$ cat src/rtl/dds_pkg.sv
// Shared defaults and helpers for the DDS sine front end.
package dds_pkg;
   localparam int PHASE_W_DEF = 16;
   localparam int ADDR_W_DEF  = 6;
   localparam int WIDTH_DEF   = 8;

   typedef logic [PHASE_W_DEF-1:0] phase_t;

   function automatic logic [ADDR_W_DEF-1:0] phase_to_addr(input phase_t phase);
      return phase[PHASE_W_DEF-1 -: ADDR_W_DEF];
   endfunction
endpackage

$ cat src/rtl/dds_sine_gen_tick_gen.sv
// Sample-rate prescaler: one tick every DIV enabled clocks.
module tick_gen #(
   parameter int DIV = 4
) (
   input  logic clk,
   input  logic rst,
   input  logic en,
   input  logic clr,
   output logic tick
);
   localparam int CW = (DIV > 1) ? $clog2(DIV) : 1;
   localparam logic [CW-1:0] LAST = CW'(DIV - 1);

   logic [CW-1:0] r_presc;
   logic          w_wrap;

   assign w_wrap = (r_presc == LAST);

   always_ff @(posedge clk) begin
      if (rst) begin
         r_presc <= '0;
      end else if (clr) begin
         r_presc <= '0;
      end else if (en) begin
         r_presc <= w_wrap ? '0 : r_presc + 1'b1;
      end
   end

   // A clear suppresses the tick so phase and output ignore that cycle.
   assign tick = en && !clr && w_wrap;
endmodule

$ cat src/rtl/dds_sine_gen.sv
// DDS front end: phase accumulator driving an external sine ROM, with a
// registered valid/ready sample output and a sticky overrun flag.
module dds_sine_gen
   import dds_pkg::*;
#(
   parameter int WIDTH   = WIDTH_DEF,
   parameter int DEPTH   = 64,
   parameter int PHASE_W = PHASE_W_DEF,
   parameter int DIV     = 4,
   localparam int ADDR_W = $clog2(DEPTH)
) (
   input  logic               clk,
   input  logic               rst,
   input  logic               en,
   input  logic               phase_clr,
   input  logic [PHASE_W-1:0] tune_word,
   output logic [ADDR_W-1:0]  rom_addr,
   input  logic [WIDTH-1:0]   rom_data,
   output logic [WIDTH-1:0]   sample_data,
   output logic               sample_valid,
   input  logic               sample_ready,
   output logic               overrun
);
   logic [PHASE_W-1:0] r_phase;
   logic [WIDTH-1:0]   r_sample_data;
   logic               r_sample_valid;
   logic               r_overrun;
   logic               w_tick;
   logic               w_accept;

   tick_gen #(.DIV(DIV)) u_tick_gen (
      .clk  (clk),
      .rst  (rst),
      .en   (en),
      .clr  (phase_clr),
      .tick (w_tick)
   );

   generate
      if (PHASE_W == PHASE_W_DEF && ADDR_W == ADDR_W_DEF) begin : g_addr_def
         assign rom_addr = phase_to_addr(r_phase);
      end else begin : g_addr_gen
         assign rom_addr = r_phase[PHASE_W-1 -: ADDR_W];
      end
   endgenerate

   assign w_accept = r_sample_valid && sample_ready;

   always_ff @(posedge clk) begin
      if (rst) begin
         r_phase <= '0;
      end else if (phase_clr) begin
         r_phase <= '0;
      end else if (w_tick) begin
         r_phase <= r_phase + tune_word;
      end
   end

   // The sample is captured from the pre-increment address on the tick edge.
   always_ff @(posedge clk) begin
      if (rst) begin
         r_sample_data  <= '0;
         r_sample_valid <= 1'b0;
      end else if (w_tick && (!r_sample_valid || w_accept)) begin
         r_sample_data  <= rom_data;
         r_sample_valid <= 1'b1;
      end else if (w_accept && !w_tick) begin
         r_sample_valid <= 1'b0;
      end
   end

   always_ff @(posedge clk) begin
      if (rst) begin
         r_overrun <= 1'b0;
      end else if (phase_clr) begin
         r_overrun <= 1'b0;
      end else if (w_tick && r_sample_valid && !w_accept) begin
         r_overrun <= 1'b1;
      end
   end

   assign sample_data  = r_sample_data;
   assign sample_valid = r_sample_valid;
   assign overrun      = r_overrun;
endmodule

$ cat config.mk
export PLATFORM = sky130hd
export DESIGN_NAME = dds_sine_gen
export DESIGN_NICKNAME = d
export VERILOG_FILES = /design/src/rtl/dds_pkg.sv /design/src/rtl/dds_sine_gen_tick_gen.sv /design/src/rtl/dds_sine_gen.sv
export SDC_FILE = /design/constraint.sdc
export NUM_CORES = 1
export LEC_CHECK = 0
export ABC_AREA = 0
export CAP_MARGIN = 20
export CORE_MARGIN = 3
export CORE_UTILIZATION = 32
export CTS_CLUSTER_DIAMETER = 200
export DETAILED_ROUTE_END_ITERATION = 6
export HOLD_SLACK_MARGIN = 0.08
export PLACE_DENSITY = 0.61
export SLEW_MARGIN = 20
export SYNTH_ARGS = -nofsm -noshare
export SYNTH_HDL_FRONTEND = slang
export SYNTH_SLANG_ARGS = --single-unit
$ cat constraint.sdc
create_clock -name clk -period 2.95 [get_ports clk]
set_input_delay 0.59 -clock clk [delete_from_list [all_inputs] [get_ports clk]]
set_output_delay 0.59 -clock clk [all_outputs]
set_load 0.1 [all_outputs]
# Word-level counts from Yosys, hierarchy flattened
# Cells that the tools add are included.
# W data, S select, Z words.
# totals
register_bits	28
input_bits	29
output_inout_bits	16
elab_cells	25
# op_classes
n_addsub	2
n_eq_ne	1
n_mux	3
n_reduce_logical	14
# ops
operator	count
$add A16 B16 Y16	1
$logic_and A1 B1 Y1	7
$logic_not A1 Y1	4
$add A2 B1 Y2 const B	1
$eq A2 B2 Y1 const B	1
$mux W1	2
$mux W2	1
$reduce_bool A2 Y1	1
$reduce_or A2 Y1	1
$logic_or A1 B1 Y1	1

# Depth between registers and ports, before layout
# depth
word_depth	7
depth_mapped	8
mapped_depth_nobuf	8

# By module
# Synthesis repeated with hierarchy kept, for this count alone.
# hier_totals
cells_unflattened	212
area_unflattened_um2	1860.5
# by_module_without_submodules
module	instances	cells_each	area_per_inst_um2	seq_area_each_um2
dds_sine_gen	1	203	1756.7	520.5
tick_gen	1	9	103.8	40.0

# Least setup slack after synthesis
# Ideal clock, no wire load.
# synth_path
path_kind	input port to flip-flop
start	input tune_word[0]
end	register r_phase[14]
setup_ns	0.122
arrival_time_ns	2.355
required_ns	2.828
slack_ns	0.474
path_stages	8
path_buffers	0
path_cell_list	ha_1 -> fa_1 -> a21o_1 -> a311oi_2 -> nor3_1 -> a211oi_2 -> nor3_1 -> a221o_1
# synth_between
elab_chain_len	1
# synth_lines
element	line	rtl
start, declared	dds_sine_gen.sv:16	input logic [PHASE_W-1:0] tune_word,
$add A16 B16 Y16	dds_sine_gen.sv:55	r_phase <= r_phase + tune_word;
end signal, assigned	dds_sine_gen.sv:55	
end, declared	dds_sine_gen.sv:24	logic [PHASE_W-1:0] r_phase;
# No other way between the ends.
# A chain may end at the register's enable or synchronous reset.

# Worst setup path in the final report
# Same ends and word-level chain as after synthesis.

==> impl_results.md <==
- Status: complete, no violations
- Mapped Avg Cell Area: 8.33 um^2
- Skew-Pair Late Insertion Delay: 0.27 ns
- Reg2Reg Setup Slack: 0.68 ns
- Mux share of post-synthesis cell area: 6.62%
- DIE AREA: 6610 um^2
- Gpl congestion: 0.822
- Synth Instances: 218
- Placed cell area: 2290 um^2
- Multi-input combinational cell area: 1170 um^2
- Fin nets: 309
- Clk root buf: clkbuf_8
- Buffer depth of the longest clock path: 2
- Worst path required time: 3.12 ns
- Flops & latches, synth: 28
- Antenna-violating nets left: 0
- Global route overflow: 0
- FF/Latch Area: 561 um^2
- Routed length per placed instance: 13.0 um
- Global-route usage over all layers: 13.7%
- Max_cap viols: 0
- Vias post-DR: 1641
- Die X: 81.3 um
- Area grow syn2layout: 28.7%
- First-pass GRT wire length: 7190 um
- Slew HR: 77.0%
- Critical path class: primary input to register
- Final Hold Violating Endpoints: 0
- Antenna cell count: 0
- Num Clock Sinks: 28
- Post-layout min period: 2.68 ns
- Leak Pwr: 0.000987 uW
- Fill count: 540
- Slew Limit Fails: 0
- Core footprint: 5300 um^2
- TritonCTS clock tree: done
- CP startpoint kind: primary input
- Tcrit/Tclk final: 90.9%
- Post-synthesis sequential area ratio: 30.9%
- Num CTS Buffers: 3
- CTS H-Tree Depth: 1
- CP Max Fanout: 3
- Number of global-route vias before repair: 1577
- First drt pass iteration count: 4
- Core Util, Final: 44.1%
- Post-CTS resize count: 0
- Net Count, Synth: 264
- Unrepaired setup endpoints after global routing: false
- Post-Synth XOR/XNOR Area: 4.34%
- Post-synthesis simple-gate area fraction: 19.0%
- EDFF count, synth: 0
- Reg clk slew, reported paths: 0.09 ns
- Post-synthesis instance area: 1820 um^2
- Synth Area in Compound Gates: 22.4%
- Fmax: 373 MHz
- Vias/cell: 4.96
- Final wirelength: 4310 um
- Total Negative Setup Slacks: 0 ns
- Pwr Density: 294 nW/um^2
- Initial antenna violation count: 0
- Final Cell Area: 2340 um^2
- Syn. warnings: 0
- Hpwl dp: 3370 um
- Post-synthesis adder-cell area fraction: 12.1%
- Fraction of layout cells with a size suffix above 1: 14.9%
- Post-CTS Hold Fix Bufs: 0
- Min-delay worst type: register to register
- Setup crit end kind: register
- Row Count: 26
- Largest net degree at the start of global routing: 15
- Port buffer count: 44
- Final count of negative-setup-slack endpoints: 0
- Ports: 45
- Synth unique cells: 39
- DRT iter0 DRCs: 51
- Die height: 81.3 um
- Initial cell density of the core: 34.2%
- Clock skew: 0.00190 ns
- Worst EP arrival: 2.85 ns
- Main combinational cell family by area after synthesis: compound AO/OA/AOI/OAI gates
- Synth async-reset ratio: 0%
- Least-Margin Pin Slew: 0.341 ns
- Peak supply drop: 0.141 mV
- Residual DRC: 0
- Top_reg_cell synth: dfxtp_1
- Postcts setup bufs: 0
==> cells in the final DEF (no fill, tap or decap), types with 2 or more instances in the layout <==
master	synthesis	final
nor3_1	4	4
o211ai_1	3	3
a21oi_1	22	22
nand3_1	11	11
ha_1	16	16
o21ai_0	6	6
buf_4	6	24
dfxtp_1	28	28
nand2_1	27	27
clkdlybuf4s50_1	0	28
o21bai_1	2	2
xor2_1	3	3
a21oi_2	2	2
nor2b_1	2	2
mux2i_1	12	12
and3_1	3	3
xnor2_1	6	6
a21o_1	6	6
inv_1	4	4
nor2_1	21	21
a211oi_1	3	3
or2_2	4	4
a31oi_1	2	2
o21ai_1	5	5
clkbuf_8	0	3
==> state kept, by name, summed over array words and instances (netlist names) <==
signal,count
overrun,1
r_phase,16
sample_data,8
sample_valid,1
u_tick_gen.r_presc,2
==> path summary, 6_finish.rpt <==
kind	start	end	cells past startpoint
setup / recovery	tune_word[0]	r_phase[14]$_SDFFE_PP0P_	9
hold / removal	r_phase[5]$_SDFFE_PP0P_	r_phase[5]$_SDFFE_PP0P_	2
setup reg to reg	r_phase[0]$_SDFFE_PP0P_	r_phase[14]$_SDFFE_PP0P_	8
hold reg to reg	r_phase[5]$_SDFFE_PP0P_	r_phase[5]$_SDFFE_PP0P_	2
==> power by group <==
group          internal (uW)  leakage [uW]  switching [uW]
Clock                   91.9     0.0000216             121
Sequential               379      0.000226           0.757
Combinational           53.0      0.000740            40.9
Total                    524      0.000987             163
==> logic make-up (layout without fill, tap and decap cells) <==
family,Yosys count,count (layout)
buf+inv,16,59
flops,28,28
fa+ha+maj,17,17
xor+xnor,9,9
mux,12,12
simple gates,76,76
compound gates,60,60
==> synth_stat cells, types with 3 or more instances <==
master	n	area share (%)
dfxtp_1	28	31
nand2_1	27	5.6
a21oi_1	22	6.1
nor2_1	21	4.3
ha_1	16	11
mux2i_1	12	6.6
nand3_1	11	3.0
a21o_1	6	2.5
buf_4	6	2.5
o21ai_0	6	1.7
xnor2_1	6	2.9
clkbuf_1	5	1.0
o21ai_1	5	1.4
inv_1	4	0.83
nor3_1	4	1.1
or2_2	4	1.4
a211oi_1	3	1.2
and3_1	3	1.0
o211ai_1	3	1.2
xor2_1	3	1.4
==> cell type report <==
cell class                 count  share of cell area (%)
inverter                       4                   0.643
clock buffer                   3                    1.77
tap                           70                    3.75
timing repair buffer          52                    19.7
multi-input combinational    174                    50.1
sequential                    28                    24.0
==> worst max-delay path: stages <==
cell	delay [ns]
clkdlybuf4s50_1	0.40
ha_1	0.22
fa_1	0.39
a21o_1	0.21
a311oi_2	0.35
nor3_1	0.12
a211oi_2	0.24
nor3_1	0.08
a221o_1	0.25
==> per-stage QoR <==
stage	hold WS (ns)	worst slack, ns	cells	power (uW)
after floorplan	0.436	0.474	218	431
after global placement	0.444	-0.00381	328	482
after detailed placement	0.452	-0.0216	328	483
after CTS	0.466	0.273	331	698
after global routing	0.485	0.175	331	719
final	0.461	0.269	331	687
==> layer usage <==
| metal | vias to the layer above | share of wire, % | global-route usage, % |
|---|---|---|---|
| li1 | 860 | - | - |
| met4 | 0 | 0.77 | 3.04 |
| met3 | 4 | 7.4 | 3.55 |
| met5 | - | 0 | 0 |
| met1 | 735 | 48 | 18.5 |
| met2 | 42 | 44 | 21.9 |
Power figures use the tool's default switching activity.
